### src/rtl/demux4_deser_pkg.sv
// Shared definitions for the demux4 serial receiver and its transmitter peer:
// FSM state encodings and default lane/slot widths.
package demux4_deser_pkg;

  localparam int unsigned DEF_W  = 4;
  localparam int unsigned DEF_SW = 2;

  typedef enum logic [1:0] {
    ST_IDLE    = 2'd0,
    ST_COLLECT = 2'd1,
    ST_PARITY  = 2'd2
  } state_t;

endpackage

### src/rtl/demux4_slot_ctr.sv
// Lane slot counter: synchronous clear, load-1 and enable; wraps at W-1.
module demux4_slot_ctr
  import demux4_deser_pkg::*;
#(
  parameter int unsigned W  = DEF_W,
  parameter int unsigned SW = DEF_SW
) (
  input  logic          clk,
  input  logic          rst_n,
  input  logic          clr,
  input  logic          load1,
  input  logic          en,
  output logic [SW-1:0] cnt
);

  localparam logic [SW-1:0] LAST = SW'(W - 1);

  always_ff @(posedge clk) begin
    if (!rst_n || clr) begin
      cnt <= '0;
    end else if (load1) begin
      cnt <= SW'(1);
    end else if (en) begin
      cnt <= (cnt == LAST) ? '0 : cnt + SW'(1);
    end
  end

endmodule

### src/rtl/demux4_deser.sv
// Serial-to-parallel receiver / 1-to-W demux with valid/ready output register.
// Optional even-parity bit after lane W-1 when PARITY_EN is defined.
module demux4_deser
  import demux4_deser_pkg::*;
#(
  parameter int unsigned W  = DEF_W,
  parameter int unsigned SW = DEF_SW
) (
  input  logic          clk,
  input  logic          rst_n,
  input  logic          din,
  input  logic          din_valid,
  input  logic          din_sof,
  output logic [W-1:0]  w_out,
  output logic          out_valid,
  input  logic          out_ready,
  output logic [SW-1:0] slot,
  output logic          overrun,
  output logic          frame_err,
  output logic          par_err
);

  localparam logic [SW-1:0] LAST = SW'(W - 1);

  state_t         state_q, state_d;
  logic [W-1:0]   shadow;
  logic [W-1:0]   word;
  logic [SW-1:0]  sh_idx;
  logic           sh_wr;
  logic           ctr_clr, ctr_ld1, ctr_en;
  logic           commit;
  logic           fe_set;
`ifdef PARITY_EN
  logic           pe_set;
`endif

  demux4_slot_ctr #(.W(W), .SW(SW)) u_slot_ctr (
    .clk   (clk),
    .rst_n (rst_n),
    .clr   (ctr_clr),
    .load1 (ctr_ld1),
    .en    (ctr_en),
    .cnt   (slot)
  );

  always_comb begin
    state_d = state_q;
    sh_wr   = 1'b0;
    sh_idx  = slot;
    ctr_clr = 1'b0;
    ctr_ld1 = 1'b0;
    ctr_en  = 1'b0;
    commit  = 1'b0;
    fe_set  = 1'b0;
    // Without parity the last lane bit bypasses the shadow straight into the word.
    word    = {din, shadow[W-2:0]};
`ifdef PARITY_EN
    pe_set  = 1'b0;
`endif
    case (state_q)
      ST_IDLE: begin
        if (din_valid && din_sof) begin
          sh_wr   = 1'b1;
          sh_idx  = '0;
          ctr_ld1 = 1'b1;
          state_d = ST_COLLECT;
        end
      end
      ST_COLLECT: begin
        if (din_valid) begin
          if (din_sof) begin
            fe_set  = 1'b1;
            sh_wr   = 1'b1;
            sh_idx  = '0;
            ctr_ld1 = 1'b1;
          end else begin
            sh_wr  = 1'b1;
            ctr_en = 1'b1;
            if (slot == LAST) begin
`ifdef PARITY_EN
              state_d = ST_PARITY;
`else
              commit  = 1'b1;
              state_d = ST_IDLE;
`endif
            end
          end
        end
      end
`ifdef PARITY_EN
      ST_PARITY: begin
        if (din_valid) begin
          if (din_sof) begin
            fe_set  = 1'b1;
            sh_wr   = 1'b1;
            sh_idx  = '0;
            ctr_ld1 = 1'b1;
            state_d = ST_COLLECT;
          end else begin
            ctr_clr = 1'b1;
            word    = shadow;
            state_d = ST_IDLE;
            if (^{shadow, din}) pe_set = 1'b1;
            else                commit = 1'b1;
          end
        end
      end
`endif
      default: state_d = ST_IDLE;
    endcase
  end

  always_ff @(posedge clk) begin
    if (!rst_n) begin
      state_q <= ST_IDLE;
      shadow  <= '0;
    end else begin
      state_q <= state_d;
      if (sh_wr) shadow[sh_idx] <= din;
    end
  end

  always_ff @(posedge clk) begin
    if (!rst_n) begin
      w_out     <= '0;
      out_valid <= 1'b0;
      overrun   <= 1'b0;
      frame_err <= 1'b0;
    end else begin
      if (out_valid && out_ready) out_valid <= 1'b0;
      // A commit in the same cycle as an accept overrides the clear above.
      if (commit) begin
        if (!out_valid || out_ready) begin
          w_out     <= word;
          out_valid <= 1'b1;
        end else begin
          overrun <= 1'b1;
        end
      end
      if (fe_set) frame_err <= 1'b1;
    end
  end

`ifdef PARITY_EN
  always_ff @(posedge clk) begin
    if (!rst_n) par_err <= 1'b0;
    else        par_err <= pe_set;
  end
`else
  assign par_err = 1'b0;
`endif

endmodule

### config.mk
export PLATFORM = sky130hd
export DESIGN_NAME = demux4_deser
export DESIGN_NICKNAME = d
export VERILOG_FILES = /design/src/rtl/demux4_deser_pkg.sv /design/src/rtl/demux4_slot_ctr.sv /design/src/rtl/demux4_deser.sv
export SDC_FILE = /design/constraint.sdc
export NUM_CORES = 1
export LEC_CHECK = 0
export CORE_AREA = 2 2 42 44
export CTS_CLUSTER_DIAMETER = 40
export CTS_CLUSTER_SIZE = 8
export DETAILED_ROUTE_END_ITERATION = 8
export DIE_AREA = 0 0 44 46
export HOLD_SLACK_MARGIN = 0.03
export PLACE_DENSITY_LB_ADDON = 0.12
export SLEW_MARGIN = 0
export SYNTH_ARGS = -nofsm -noshare
export SYNTH_HDL_FRONTEND = slang
export SYNTH_SLANG_ARGS = --single-unit
### constraint.sdc
create_clock -name clk -period 2.6 [get_ports clk]
set_clock_uncertainty 0.2 [all_clocks]
set_input_delay 0.52 -clock clk [delete_from_list [all_inputs] [get_ports clk]]
set_output_delay 0.52 -clock clk [all_outputs]
set_load 0.02 [all_outputs]
==> results of run 1 <==
[cells in the final DEF, fill, tap and decap left out]
| cell type | n |
|---|---|
| sky130_fd_sc_hd__conb_1 | 1 |
| sky130_fd_sc_hd__nand2_2 | 1 |
| sky130_fd_sc_hd__mux2i_1 | 7 |
| sky130_fd_sc_hd__clkbuf_4 | 3 |
| sky130_fd_sc_hd__nand4b_1 | 1 |
| sky130_fd_sc_hd__a22oi_1 | 1 |
| sky130_fd_sc_hd__nor2b_2 | 1 |
| sky130_fd_sc_hd__a31oi_1 | 1 |
| sky130_fd_sc_hd__o21a_1 | 1 |
| sky130_fd_sc_hd__nand4b_2 | 1 |
| sky130_fd_sc_hd__nor2b_1 | 2 |
| sky130_fd_sc_hd__nand2b_1 | 1 |
| sky130_fd_sc_hd__ha_1 | 1 |
| sky130_fd_sc_hd__dfxtp_1 | 13 |
| sky130_fd_sc_hd__clkbuf_1 | 1 |
| sky130_fd_sc_hd__nor2_1 | 1 |
| sky130_fd_sc_hd__nand2_1 | 11 |
| sky130_fd_sc_hd__o21ai_1 | 2 |
| sky130_fd_sc_hd__nor3b_1 | 2 |
| sky130_fd_sc_hd__nand3_1 | 1 |
| sky130_fd_sc_hd__clkdlybuf4s50_1 | 14 |
| sky130_fd_sc_hd__buf_4 | 1 |
| sky130_fd_sc_hd__o211ai_1 | 1 |
| sky130_fd_sc_hd__a21boi_1 | 2 |
| sky130_fd_sc_hd__nor4b_2 | 2 |
[cell families (layout without fill, tap and decap cells)]
kind of cell,Yosys count,in the layout
other,1,1
AOI/OAI and AO/OA,8,8
and+or+nand+nor,24,24
DFF,13,13
buffers and inverters,5,19
muxes,7,7
adders and majority gates,1,1
[per-layer routing]
| layer | wire length [um] | vias up | share of wire, % | GRT usage (%) |
|---|---|---|---|---|
| met5 | 0 | - | 0 | 0 |
| met4 | 43 | 0 | 4.2 | 12.7 |
| met3 | 43 | 5 | 4.2 | 2.38 |
| met2 | 444 | 13 | 43 | 17.9 |
| met1 | 501 | 197 | 48 | 15.0 |
| li1 | - | 232 | - | - |
[sequential cells by signal, summed over array words and instances, names as in the netlist]
name            count
shadow              3
out_valid           1
overrun             1
frame_err           1
state_q             1
u_slot_ctr.cnt      2
w_out               4
[synth_stat cells (2+ instances only)]
cell / number / area [um2]
sky130_fd_sc_hd__o21ai_1: 2 / 10.0
sky130_fd_sc_hd__buf_6: 2 / 22.5
sky130_fd_sc_hd__nor3b_1: 2 / 15.0
sky130_fd_sc_hd__dfxtp_1: 13 / 260
sky130_fd_sc_hd__nor2b_1: 2 / 12.5
sky130_fd_sc_hd__mux2i_1: 7 / 70.1
sky130_fd_sc_hd__a21boi_1: 2 / 15.0
sky130_fd_sc_hd__nor4b_2: 2 / 30.0
sky130_fd_sc_hd__nand2_1: 11 / 41.3
[through the flow]
stage	cell area (um2)	hold slack [ns]	power, mW
2_1_floorplan	592	0.243	0.237
3_3_place_gp	722	0.249	0.251
3_5_place_dp	722	0.258	0.251
4_1_cts	748	0.269	0.382
5_1_grt	748	0.286	0.392
6_report	748	0.265	0.375
[report_power, final]
part | internal (mW) | leakage, nW | switching (mW) | total, mW
Combinational | 0.0193 | 0.144 | 0.0179 | 0.0372
Clock | 0.0596 | 0.0150 | 0.0690 | 0.129
Sequential | 0.203 | 0.105 | 0.00590 | 0.209
[area by class of cell]
cell class	count	area share [%]
multi-input cells	41	39.1
flip-flops and latches	13	34.8
well taps	17	2.84
clock buffers	4	3.51
repair buffers	15	19.7
[final timing paths]
kind / from / endpoint / slack, ns / depth (start not counted)
setup / recovery: u_slot_ctr.cnt[0] / slot[0] / 0.49 / 1
hold / removal: w_out[3] / w_out[3] / 0.26 / 2
setup reg to reg: u_slot_ctr.cnt[0] / w_out[2] / 0.96 / 4
hold reg to reg: w_out[3] / w_out[3] / 0.26 / 2
==> flow_summary.yaml, run 1 <==
outcome:
  status: "finished clean"
placement:
  hpwlAfterDp_um: 732
  place_inst: 86
  port_buffers: 14
  post-place-ws_ns: 0.455
  gp_congestion: 0.666
floorplanning:
  dieArea_um2: 2020
  die_width_um: 44
  floorplan.io_pins: 16
  placement_rows: 15
  floorplan.initialDensity_pct: 36.7
  die_y_um: 46
  placeableCoreArea_um2: 1610
finish:
  layout_cells_excl_fill: 90
  fillers: 158
  multi_input_area_um2: 293
  final_core_utilization_pct: 46.4
  area_growth_pct: 26.4
  ff_latch_area_um2: 260
  antenna_cells: 0
  layout-drive-gt1-share_pct: 12.3
  finalNetCount: 81
critical_path:
  crit_path_top_delay_cell: "sky130_fd_sc_hd__clkdlybuf4s50_1"
  cp_startpoint_kind: "flip-flop"
  end_kind: "output pin"
  worst_path_largest_cell_delay_ns: 0.65
  cp_cell_sequence: "clkdlybuf4s50_1"
  cp.required_ns: 1.88
  path_buf_inv: 1
  critical-path-top-delay-family: "buffers and inverters"
  crit_arrival_ns: 1.39
  worst_setup_path_class: "reg2out"
  critical_path_peak_fanout: 7
sta:
  setup_total_negative_slack_ns: 0
  report.final.slew_viol_count: 0
  min_period_ns: 2.11
  setup_viol_count_final: 0
  achievable-frequency_mhz: 475
  setup_slack_ns: 0.494
  final_min_period_over_clock_period_pct: 81.0
  setup_repair_after_global_routing_missed_its_margin: "false"
  finalHoldViolations: 0
clocking:
  cts_tree: "done"
  tritoncts.num_buffers: 3
  cts_setup_buffers: 0
  clk_root_buffer_cell: "sky130_fd_sc_hd__clkbuf_4"
  clock_sinks: 13
  cts-hold-fix-buffers: 0
  clockBufferDepth: 2
  cts.reportedPaths.clkPinSlew_ns: 0.08
  cts-htree-levels: 1
  worstSkewPairLatency_ns: 0.28
  postCtsResizedCells: 0
global_routing:
  antenna_found_initial: 0
  total_routing_usage_reported_by_global_routing_pct: 12.4
  grt_remaining_overflow: 0
  first_pass_grt_wire_length_mm: 1.70
  grt_pass1_vias: 393
  grt_start_max_net_pins: 16
pwr:
  power.static_leakage_nw: 0.264
  ir_worst_vdd_v: 0.000209
  p_per_area_nw_per_um2: 501
routing:
  route.final.wire_length_mm: 1.03
  routed_via_density: 4.97
  1st_pass_router_iterations: 2
  route.detailed.drc: 0
  number_of_vias_after_detailed_routing: 447
  routed_wire_length_per_instance_um: 11.5
  drt_iter0_markers: 1
  final_ant_viol_nets: 0
worst_hold_path:
  min_path_type: "reg2reg"
synthesis:
  postSynth.asyncResetShare_pct: 0
  ys.warnings.count: 0
  combinational_family_with_the_most_area_after_synthesis: "simple AND/OR/NAND/NOR gates"
  synthAdderAreaFrac_pct: 2.11
  synth_cells: 59
  netlist_area_um2: 592
  synth.distinct_cells: 25
  synth_area_per_cell_um2: 10.0
  synth.yosys.seq_area_share_pct: 44.0
  post_synthesis_simple_gate_area_fraction_pct: 25.8
  synth_mux_area_share_pct: 11.8
  synth_flop_cell: "sky130_fd_sc_hd__dfxtp_1"
  synth-edff-count: 0
  synth-xor-area-share_pct: 0
  synth-compound-area-share_pct: 9.09
  postSynthRegisterBits: 13
  synth_nets: 66
flow_run:
  cap_violations: 0
Power figures use the tool's default switching activity.
==> run 2, diff against run 1 <==
==> constraint.sdc (replaced) <==
create_clock -name clk -period 2.1 [get_ports clk]
set_clock_uncertainty 0.2 [all_clocks]
set_input_delay 0.42 -clock clk [delete_from_list [all_inputs] [get_ports clk]]
set_output_delay 0.42 -clock clk [all_outputs]
set_load 0.02 [all_outputs]
==> flow_summary.yaml, run 2 (synthesis gave the netlist of run 1 again) <==
critical_path:
  crit_path_top_delay_cell: "sky130_fd_sc_hd__clkdlybuf4s50_1"
  cp_startpoint_kind: "flip-flop"
  cp-startpoint: "u_slot_ctr.cnt[0]"
  critical_path_peak_fanout: 7
  slack_of_the_worst_reg_to_reg_path_ns: 0.46
  cp.required_ns: 1.48
  crit_arrival_ns: 1.38
  worst_setup_path_class: "reg2out"
  end_kind: "output pin"
  reg2reg_from: "u_slot_ctr.cnt[0]"
  path_buf_inv: 1
  worst_path_largest_cell_delay_ns: 0.65
  cp_cell_sequence: "clkdlybuf4s50_1"
  critical-path-top-delay-family: "buffers and inverters"
clocking:
  clk_root_buffer_cell: "sky130_fd_sc_hd__clkbuf_4"
  cts.reportedPaths.clkPinSlew_ns: 0.08
  tritoncts.num_buffers: 3
  worstSkewPairLatency_ns: 0.27
  cts_setup_buffers: 0
  cts-hold-fix-buffers: 0
  clock_sinks: 13
  cts_tree: "done"
  postCtsResizedCells: 0
  cts-htree-levels: 1
  clockBufferDepth: 2
finish:
  area_growth_pct: 29.0
  largest_register_ffs: 4
  postLayoutCellArea_um2: 763
  mostFrequentLayoutCell: "sky130_fd_sc_hd__clkdlybuf4s50_1"
  finalNetCount: 83
  multi_input_area_um2: 293
  layout-drive-gt1-share_pct: 14.7
  ff_latch_area_um2: 260
  top_register_by_number_of_flip_flops: "w_out"
  antenna_cells: 0
  fillers: 172
  layout_common_cells: "sky130_fd_sc_hd__clkdlybuf4s50_1, sky130_fd_sc_hd__dfxtp_1, sky130_fd_sc_hd__nand2_1"
  top_registers: "w_out x4, shadow x3, u_slot_ctr.cnt x2"
routing:
  routed_wire_length_per_instance_um: 11.0
  route.detailed.drc: 0
  drt_iter0_markers: 4
  route.final.wire_length_mm: 1.01
  final_ant_viol_nets: 0
  routed_via_density: 4.90
  number_of_vias_after_detailed_routing: 451
  1st_pass_router_iterations: 2
floorplanning:
  placement_rows: 15
  floorplan.io_pins: 16
  dieArea_um2: 2020
  floorplan.initialDensity_pct: 36.7
  placeableCoreArea_um2: 1610
  die_y_um: 46
  die_width_um: 44
sta:
  achievable-frequency_mhz: 499
  setup_viol_count_final: 0
  holdWs_ns: 0.264
  min_period_ns: 2.00
  setup_repair_after_global_routing_missed_its_margin: "false"
  setup_total_negative_slack_ns: 0
  setup_slack_ns: 0.0960
  final_min_period_over_clock_period_pct: 95.4
  finalHoldViolations: 0
  report.final.slew_viol_count: 0
flow_run:
  cap_violations: 0
global_routing:
  grt_start_max_net_pins: 11
  antenna_found_initial: 0
  grt_remaining_overflow: 0
  first_pass_grt_wire_length_mm: 1.70
  total_routing_usage_reported_by_global_routing_pct: 11.7
  grt_pass1_vias: 419
placement:
  gp_congestion: 0.759
  placement.cell_area_um2: 737
  post-place-ws_ns: 0.130
  hpwlAfterDp_um: 800
  port_buffers: 14
worst_hold_path:
  min_path_type: "reg2reg"
  launch_instance_of_the_worst_min_delay_path: "w_out[0]"
pwr:
  p_per_area_nw_per_um2: 601
  ir_worst_vdd_v: 0.000346
  power.static_leakage_nw: 0.274
outcome:
  status: "finished clean"
[run 2: changes by cell type in the layout (fill, tap and decap cells not counted), sizes merged]
cell,before,now
buf,1,3
[run 2: area by class of cell]
cell class / instances / share of cell area [%]
well taps: 17 / 2.79
multi-input cells: 41 / 38.4
clock buffers: 4 / 3.44
flip-flops and latches: 13 / 34.1
repair buffers: 17 / 21.3
[run 2: power by group]
part	leakage, nW	internal (mW)	total (mW)	switching [mW]
Combinational	0.153	0.0263	0.0487	0.0225
Sequential	0.105	0.252	0.259	0.00738
Clock	0.0150	0.0733	0.151	0.0780
[run 2: per-stage QoR]
step                      total power [mW]  util, %  instances
final                                0.459     47.3         92
after detailed placement             0.314     45.7         88
after global routing                 0.484     47.3         92
after global placement               0.314     45.7         88
after floorplan                      0.294        -         59
after CTS                            0.466     47.3         92
[run 2: final timing paths]
check                                end  cells past startpoint
worst max-delay path             slot[0]                      1
worst min-delay path            w_out[0]                      2
worst max register to register  w_out[2]                      4
worst min register to register  w_out[0]                      2
[run 2: metal layers]
metal  part of all wire, %  vias up  wire, um  track usage [%]
met5                     0        -         0                0
met4                   1.2        0        12             7.27
met3                   5.0        2        51             2.78
met2                    44       10       448             17.6
met1                    50      204       502             14.9
li1                      -      235         -                -
